[config.mk]
export PLATFORM = sky130hd
export DESIGN_NAME = float32_add_arbiter
export DESIGN_NICKNAME = d
export VERILOG_FILES = /design/src/rtl/float32_arb_pkg.sv /design/src/rtl/float32_adder.sv /design/src/rtl/float32_add_arbiter.sv
export SDC_FILE = /design/constraint.sdc
export NUM_CORES = 1
export LEC_CHECK = 0
export CORE_MARGIN = 2
export CORE_UTILIZATION = 43
export DETAILED_ROUTE_END_ITERATION = 10
export SLEW_MARGIN = 0
export SYNTH_ARGS = -nofsm -noshare
export SYNTH_HDL_FRONTEND = slang
export SYNTH_SLANG_ARGS = --single-unit
[constraint.sdc]
create_clock -name clk -period 18.1 [get_ports clk]
set_input_delay 5.43 -clock clk [delete_from_list [all_inputs] [get_ports clk]]
set_output_delay 5.43 -clock clk [all_outputs]
set_load 0.05 [all_outputs]
[src/rtl/float32_arb_pkg.sv]
// Shared types and widths for the two-requester float32 adder arbiter.
package float32_arb_pkg;

    localparam int unsigned FP32_W = 32;
    localparam int unsigned ID_W   = 1;

    typedef enum logic [1:0] {
        IDLE,
        EXEC,
        DONE
    } state_t;

endpackage

[src/rtl/float32_adder.sv]
// Combinational IEEE-754 single-precision adder, round-to-nearest-even.
// Subnormal inputs are treated as zero and underflowing results flush to signed zero.
module float32_adder
    import float32_arb_pkg::*;
(
    input  logic [FP32_W-1:0] a,
    input  logic [FP32_W-1:0] b,
    output logic [FP32_W-1:0] sum
);

    logic               a_zero, b_zero, a_inf, b_inf, a_nan, b_nan;
    logic               swap;
    logic               sl, ss;
    logic [7:0]         el, es, diff;
    logic [23:0]        ml, ms;
    logic [49:0]        wide;
    logic [26:0]        al;
    logic [27:0]        raw;
    logic [26:0]        norm;
    logic [4:0]         lz;
    logic signed [9:0]  exp_n, exp_r;
    logic [24:0]        rnd;
    logic               inc;
    logic [22:0]        mant;

    always_comb begin
        a_zero = (a[30:23] == 8'h00);
        b_zero = (b[30:23] == 8'h00);
        a_inf  = (a[30:23] == 8'hff) && (a[22:0] == 23'd0);
        b_inf  = (b[30:23] == 8'hff) && (b[22:0] == 23'd0);
        a_nan  = (a[30:23] == 8'hff) && (a[22:0] != 23'd0);
        b_nan  = (b[30:23] == 8'hff) && (b[22:0] != 23'd0);

        swap = (b[30:0] > a[30:0]);
        sl   = swap ? b[31] : a[31];
        ss   = swap ? a[31] : b[31];
        el   = swap ? b[30:23] : a[30:23];
        es   = swap ? a[30:23] : b[30:23];
        ml   = {1'b1, (swap ? b[22:0] : a[22:0])};
        ms   = {1'b1, (swap ? a[22:0] : b[22:0])};
        diff = el - es;

        // Align the smaller operand keeping guard, round and a sticky bit.
        wide = {ms, 26'd0} >> diff;
        if (diff >= 8'd27) begin
            al = 27'd1;
        end else begin
            al = {wide[49:24], wide[23] | (|wide[22:0])};
        end

        if (sl == ss) begin
            raw = {1'b0, ml, 3'b000} + {1'b0, al};
        end else begin
            raw = {1'b0, ml, 3'b000} - {1'b0, al};
        end

        lz = 5'd0;
        for (int i = 0; i <= 26; i++) begin
            if (raw[i]) begin
                lz = 5'(26 - i);
            end
        end

        if (raw[27]) begin
            norm  = {raw[27:2], raw[1] | raw[0]};
            exp_n = $signed({2'b00, el}) + 10'sd1;
        end else begin
            norm  = raw[26:0] << lz;
            exp_n = $signed({2'b00, el}) - $signed({5'b00000, lz});
        end

        inc   = norm[2] & (norm[1] | norm[0] | norm[3]);
        rnd   = {1'b0, norm[26:3]} + {24'd0, inc};
        exp_r = rnd[24] ? exp_n + 10'sd1 : exp_n;
        mant  = rnd[24] ? rnd[23:1] : rnd[22:0];

        if (a_nan || b_nan || (a_inf && b_inf && (a[31] != b[31]))) begin
            sum = 32'h7fc0_0000;
        end else if (a_inf) begin
            sum = a;
        end else if (b_inf) begin
            sum = b;
        end else if (a_zero && b_zero) begin
            sum = {a[31] & b[31], 31'd0};
        end else if (a_zero) begin
            sum = b;
        end else if (b_zero) begin
            sum = a;
        end else if (raw == 28'd0) begin
            sum = 32'd0;
        end else if (exp_r <= 10'sd0) begin
            sum = {sl, 31'd0};
        end else if (exp_r >= 10'sd255) begin
            sum = {sl, 8'hff, 23'd0};
        end else begin
            sum = {sl, exp_r[7:0], mant};
        end
    end

endmodule

[src/rtl/float32_add_arbiter.sv]
// Round-robin arbiter between two requesters sharing one float32 adder;
// one operation in flight, result held until the consumer takes it.
module float32_add_arbiter
    import float32_arb_pkg::*;
#(
    parameter int unsigned PRIO_INIT = 0
) (
    input  logic              clk,
    input  logic              rst,
    input  logic              req0_valid,
    output logic              req0_ready,
    input  logic [FP32_W-1:0] req0_a,
    input  logic [FP32_W-1:0] req0_b,
    input  logic              req1_valid,
    output logic              req1_ready,
    input  logic [FP32_W-1:0] req1_a,
    input  logic [FP32_W-1:0] req1_b,
    output logic              res_valid,
    input  logic              res_ready,
    output logic [FP32_W-1:0] res_data,
    output logic              res_id,
    output logic              busy
);

    localparam logic PTR_INIT = PRIO_INIT[0];

    state_t            state;
    logic              ptr;
    logic [FP32_W-1:0] op_a, op_b, add_sum;
    logic [ID_W-1:0]   op_id;

    always_comb begin
        req0_ready = 1'b0;
        req1_ready = 1'b0;
        if (state == IDLE && !rst) begin
            if (req0_valid && (!req1_valid || ptr == 1'b0)) begin
                req0_ready = 1'b1;
            end else if (req1_valid) begin
                req1_ready = 1'b1;
            end
        end
    end

    float32_adder u_adder (
        .a   (op_a),
        .b   (op_b),
        .sum (add_sum)
    );

    always_ff @(posedge clk) begin
        if (rst) begin
            state     <= IDLE;
            ptr       <= PTR_INIT;
            res_valid <= 1'b0;
            res_data  <= '0;
            res_id    <= 1'b0;
            busy      <= 1'b0;
            op_a      <= '0;
            op_b      <= '0;
            op_id     <= '0;
        end else begin
            unique case (state)
                IDLE: begin
                    if (req0_ready || req1_ready) begin
                        op_a  <= req1_ready ? req1_a : req0_a;
                        op_b  <= req1_ready ? req1_b : req0_b;
                        op_id <= req1_ready;
                        busy  <= 1'b1;
                        state <= EXEC;
                    end
                end
                EXEC: begin
                    res_data  <= add_sum;
                    res_id    <= op_id;
                    res_valid <= 1'b1;
                    state     <= DONE;
                end
                DONE: begin
                    // Pointer moves only here, so withdrawn requests never disturb fairness.
                    if (res_ready) begin
                        res_valid <= 1'b0;
                        ptr       <= ~res_id;
                        busy      <= 1'b0;
                        state     <= IDLE;
                    end
                end
                default: begin
                    state     <= IDLE;
                    res_valid <= 1'b0;
                    busy      <= 1'b0;
                end
            endcase
        end
    end

endmodule

==> results of run 1 <==
[layout by cell type (no fill, tap or decap), types with 87 or more instances in the layout]
cell             instances
ha_1                    87
inv_1                  120
o21ai_0                173
a21oi_1                249
dfxtp_1                103
nand2_1                275
clkdlybuf4s50_1        168
nor3_1                  90
nand3_1                 97
nor2_1                 228
[Yosys cell counts, types with 11 or more instances]
cell type / instances / share of area (%)
a2111oi_0: 12 / 0.62
a211o_1: 17 / 0.88
a211oi_1: 54 / 2.4
a21o_1: 31 / 1.4
a21oi_1: 249 / 7.3
a221oi_1: 15 / 0.77
a22o_1: 11 / 0.57
a22oi_1: 77 / 3.4
a31oi_1: 23 / 0.85
and2_1: 27 / 0.99
and3_1: 28 / 1.0
buf_1: 19 / 0.42
buf_2: 33 / 0.97
clkbuf_1: 111 / 2.5
dfxtp_1: 103 / 12
ha_1: 88 / 6.5
inv_1: 120 / 2.7
mux2i_1: 42 / 2.5
nand2_1: 275 / 6.1
nand2b_1: 23 / 0.85
nand3_1: 97 / 2.9
nand4_1: 24 / 0.88
nor2_1: 229 / 5.1
nor2b_1: 21 / 0.77
nor3_1: 90 / 2.7
nor4_1: 34 / 1.3
o2111ai_1: 16 / 0.82
o211ai_1: 36 / 1.6
o21a_1: 18 / 0.80
o21ai_0: 173 / 5.1
o21ai_1: 19 / 0.56
o21bai_1: 15 / 0.66
o22ai_1: 21 / 0.77
o31ai_1: 12 / 0.53
or2_2: 15 / 0.55
or3_1: 20 / 0.74
xnor2_1: 53 / 2.7
xor2_1: 13 / 0.67
[worst max-delay path: cells and delay by family (launching register included)]
kind / cells / cell delay [ns]
AND/OR/NAND/NOR: 21 / 5.63
buffers and inverters: 6 / 1.67
AO/OA/AOI/OAI: 14 / 4.39
adder cells (fa/ha/maj): 5 / 1.74
flip-flops: 1 / 0.54
multiplexers: 1 / 0.25
XOR/XNOR: 3 / 0.95
[power by group]
group          switching, mW  internal (mW)
combinational           1.63          0.763
clock                  0.107          0.100
sequential            0.0369          0.248
[layout make-up]
cell class,count,area (um2),share of cell area (%)
Clock buffer,9,225,1.17
Tap cell,518,648,3.36
Multi-Input combinational cell,2126,13700,71.2
Sequential cell,103,2060,10.7
Inverter,122,458,2.38
Clock inverter,7,88.8,0.461
Timing Repair Buffer,219,2060,10.7
[logic make-up after synthesis]
family                     Yosys count  share of synthesized area [%]
buffers and inverters              301                           7.38
AOI/OAI and AO/OA                  963                           38.9
and+or+nand+nor                    946                           27.2
adders and majority gates           90                           6.71
xor gates and xnor gates            66                           3.40
muxes                               61                           4.23
DFF                                103                           12.1
[metal layers]
| metal | track usage [%] | up-vias | wire length (um) |
|---|---|---|---|
| met5 | 0 | - | 0 |
| met3 | 6.39 | 273 | 7430 |
| met2 | 64.6 | 1287 | 37900 |
| met4 | 19.5 | 0 | 4450 |
| met1 | 49.5 | 10200 | 33300 |
| li1 | - | 9617 | - |
[worst min-delay path by stage]
stage | to | slack (ns) | cells past startpoint
2_1_floorplan | res_id$_SDFFE_PP0P_ | 0.43 | 2
3_3_place_gp | res_id$_SDFFE_PP0P_ | 0.44 | 2
3_5_place_dp | res_data[18]$_SDFFE_PP0P_ | 0.44 | 2
4_1_cts | res_data[18]$_SDFFE_PP0P_ | 0.45 | 2
5_1_grt | res_data[14]$_SDFFE_PP0P_ | 0.48 | 2
6_report | res_data[18]$_SDFFE_PP0P_ | 0.45 | 2
[registers in the layout, summed over array words and instances, names as in the netlist]
register,flops
op_b,32
res_id,1
ptr,1
res_data,32
busy,1
op_a,32
state,2
op_id,1
res_valid,1
==> metrics.txt, run 1 <==
IO buf count=169; layout cell share with drive strength beyond 1=7.08%; Post-CTS Resized=0; min-delay src=res_data[18]$_SDFFE_PP0P_; final hold vios=0; drt pass-1 iters=6; routability cong.=1.09; GRT Overall Usage=39.2%; Die Area=41,100 um2; final setup violation count=0; Avg Cell Area, Syn=6.72 um2; fin nets=2,804; antenna violations before repair=0; Slew @ Worst Pin=1.36 ns; clock skew=0.0154 ns; P per Cell Area=150 nW/um2; CP required=18.33 ns; Max Slew Vio Count=0; Final Power=2.89 mW; Max-Cap Viols=0; Leakage=7.30 nW; slew margin rel.=8.11%; DR iter-0 viols=2,934; Total Wirelength=83.0 mm; Antenna Cells=0; Longest Clk Path Bufs=2; CTS tree=yes; Max VDD drop=0.0674 mV; depth of the worst register-to-register path=50; hold bufs inserted after CTS=0; Worst path max stage delay=0.94 ns; Post-Syn Area=17,000 um2; status=completed; Seq cells post-synth=103; sequential fraction of the synthesis area=12.1%; Max Freq=65.0 MHz; Fill cells=3,989; clock-pin slew on the worst setup and hold paths=0.09 ns; grt ovf=0; Top cell by count, worst path=nor2_1; Synthesized Nets=2,753; Critical path origin=op_a[23]$_SDFFE_PP0P_; WS Path Type=flip-flop to flip-flop; IO Pins=170; H-Tree Depth=3; share of async-settable or async-resettable flops after synthesis=0%; TNS Setup=0 ns; final core occ=49.6%; Distinct cells, synth=122; largest net degree at the start of global routing=95; Syn Inst Count=2,530; Die H=203 um; r2r setup slk=2.73 ns; placed cell area=18,900 um2; critical path arrival=15.61 ns; first-pass GRT wire length=125 mm; placed insts=3,088; Critical Path Sink=res_data[11]$_SDFFE_PP0P_; Via density=6.88; RSZ-0062 raised after global routing=false; Crit. End Element=flip-flop; worst hold slack=0.449 ns; critical path's slowest cell=nor3_1; DRC errors left=0; crit path max fanout=55; Initial Util=43.8%; Clock Sinks=103; Critical Path Source Type=flip-flop; final worst slack=2.73 ns; Hold Crit Class=flip-flop to flip-flop; DPL Wire Length=64.2 mm; Setup Slack @ Placement=3.47 ns; site row count=72; Post-CTS Setup Inserts=0; Detail Route Antenna Nets=0; chip width=203 um; CTS root buf=clkbuf_16; post-DR wirelength/cell=26.7 um; Synth Flop Type=dfxtp_1; worst r2r src=op_a[23]$_SDFFE_PP0P_; fin area=19,300 um2; fin cells=3,104; Final min period=15.37 ns; R2R Path End=res_data[11]$_SDFFE_PP0P_; Num CTS Buffers=9; Warnings, synthesis=0; vias in the first global route=20,400; routed via count=21,400; period utilization=84.9%; P&R area growth vs syn=13.3%; Post-synth EDFFs=0; core area=38,800 um2; Worst-Skew Late Latency=0.39 ns
Power figures use the tool's default switching activity.
==> inputs of run 2 (changes only) <==
- PLACE_DENSITY: not set -> 0.65
- clock period: 18.1 -> 12.9 ns (I/O delays scaled with it)
==> run 2 against run 1 <==
Effect of this change:
- wire length increased by 3.7%
- register-to-register slack lost 2.2 ns
- die area did not move
- non-clock buffer count up 111
- clock-buffer cell count unchanged
- combinational power rose by 50%
- utilization rose by 2.7 points
- clock skew fell by 0.0075 ns
- critical path type unchanged
- critical endpoint is now res_data[20]$_SDFFE_PP0P_
- highest routed layer is now met5
==> metrics.txt, run 2 (synthesized netlist as in run 1, its figures left out) <==
first-pass GRT wire length=128 mm; GRT Overall Usage=40.3%; Worst path max stage delay=0.58 ns; fin nets=2,915; Slew @ Worst Pin=1.02 ns; Critical Path Source Type=flip-flop; Clock Sinks=103; depth of the worst register-to-register path=49; vias in the first global route=20,400; drt pass-1 iters=6; Max Freq=80.9 MHz; WS Path Type=flip-flop to flip-flop; Longest Clk Path Bufs=2; Leakage=7.88 nW; CTS tree=yes; final hold vios=0; final setup violation count=0; register area=2060 um2; CP required=13.19 ns; RSZ-0062 raised after global routing=false; post-DR wirelength/cell=26.8 um; P per Cell Area=209 nW/um2; Worst-Skew Late Latency=0.37 ns; critical path arrival=12.65 ns; antenna violations before repair=1; Via density=6.86; largest net degree at the start of global routing=96; slew margin rel.=31.2%; Hold Crit Class=flip-flop to flip-flop; chip width=203 um; Num CTS Buffers=9; site row count=72; commonest non-fill, non-tap cells in the layout=274 x nand2_1, 247 x a21oi_1, 226 x nor2_1; DR iter-0 viols=2,919; worst hold slack=0.466 ns; Max Slew Vio Count=0; Max-Cap Viols=0; routed via count=22,100; commonest non-fill, non-tap cell in the layout=nand2_1; routability cong.=1.07; Regs by FF count=op_a (32), op_b (32), res_data (32); period utilization=95.8%; crit path max fanout=10; placed insts=3,195; Crit. End Element=flip-flop; clock-pin slew on the worst setup and hold paths=0.08 ns; DPL Wire Length=68.6 mm; Initial Util=43.8%; Total Wirelength=86.1 mm; critical path's slowest cell=or4b_1; Fill cells=3,860; grt ovf=0; fin area=20,300 um2; layout cell share with drive strength beyond 1=11.7%; Max VDD drop=0.121 mV; CTS root buf=clkbuf_16; clock skew=0.00789 ns; P&R area growth vs syn=19.6%; worst hold stages=2; Antenna Cells=0; Detail Route Antenna Nets=0; Die Area=41,100 um2; IO buf count=169; status=completed; Die H=203 um; placed cell area=19,800 um2; fin cells=3,215; H-Tree Depth=3; area of the multi-input gates=13,900 um2; core area=38,800 um2; IO Pins=170; Final min period=12.35 ns; DRC errors left=0
run 2: worst max-delay path, delay by kind of cell (launching register included):
kind | cells | cell delay (ns)
flip-flops | 1 | 0.52
buffers and inverters | 6 | 1.22
adder cells (fa/ha/maj) | 3 | 0.83
AO/OA/AOI/OAI | 22 | 5.65
AND/OR/NAND/NOR | 16 | 3.65
XOR/XNOR | 2 | 0.39
run 2: final timing paths:
check	from	end	slack, ns
max	op_a[21]$_SDFFE_PP0P_	res_data[20]$_SDFFE_PP0P_	0.55
min	op_id$_SDFFE_PP0P_	res_id$_SDFFE_PP0P_	0.47
max reg2reg	op_a[21]$_SDFFE_PP0P_	res_data[20]$_SDFFE_PP0P_	0.55
min reg2reg	op_id$_SDFFE_PP0P_	res_id$_SDFFE_PP0P_	0.47
run 2: what timing repair did:
| item | CTS | global route |
|---|---|---|
| pin swaps | 0 | 3 |
| buffers inserted | 0 | 4 |
| hold buffers | 0 | 0 |
| setup endpoints to repair | 31 | 31 |
| gates cloned | 0 | 0 |
| resized for setup | 5 | 40 |
run 2: cell type report:
| type | instances | share of cell area, % |
|---|---|---|
| inverter | 122 | 2.27 |
| sequential | 103 | 10.1 |
| clock buffer | 9 | 1.11 |
| timing repair buffer | 330 | 14.5 |
| clock inverter | 7 | 0.382 |
| multi-input combinational | 2126 | 68.4 |
| tap | 518 | 3.19 |
run 2: where the power goes:
group,internal (mW),switching (mW),total [mW]
Sequential,0.348,0.0334,0.381
Clock,0.137,0.141,0.279
Combinational,1.23,2.36,3.59
Total,1.72,2.53,4.25
run 2: layer usage:
layer  up-vias  GRT usage, %  routed length (um)
met2      1555          65.5               38300
met3       321          6.77                8780
li1       9840             -                   -
met1     10400          50.6               33200
met5         -             0                  16
met4         2          22.5                5800
run 2: through the flow:
stage,setup WS [ns],power (mW),TNS [ns],util [%]
floorplan,0.234,2.65,0,-
global route,0.00508,4.46,0,52.3
global placement,-0.157,3.76,-1.28,50.9
finish,0.545,4.25,0,52.3
CTS,0.0976,4.05,0,51.7
detailed placement,-0.378,3.75,-6.30,50.9
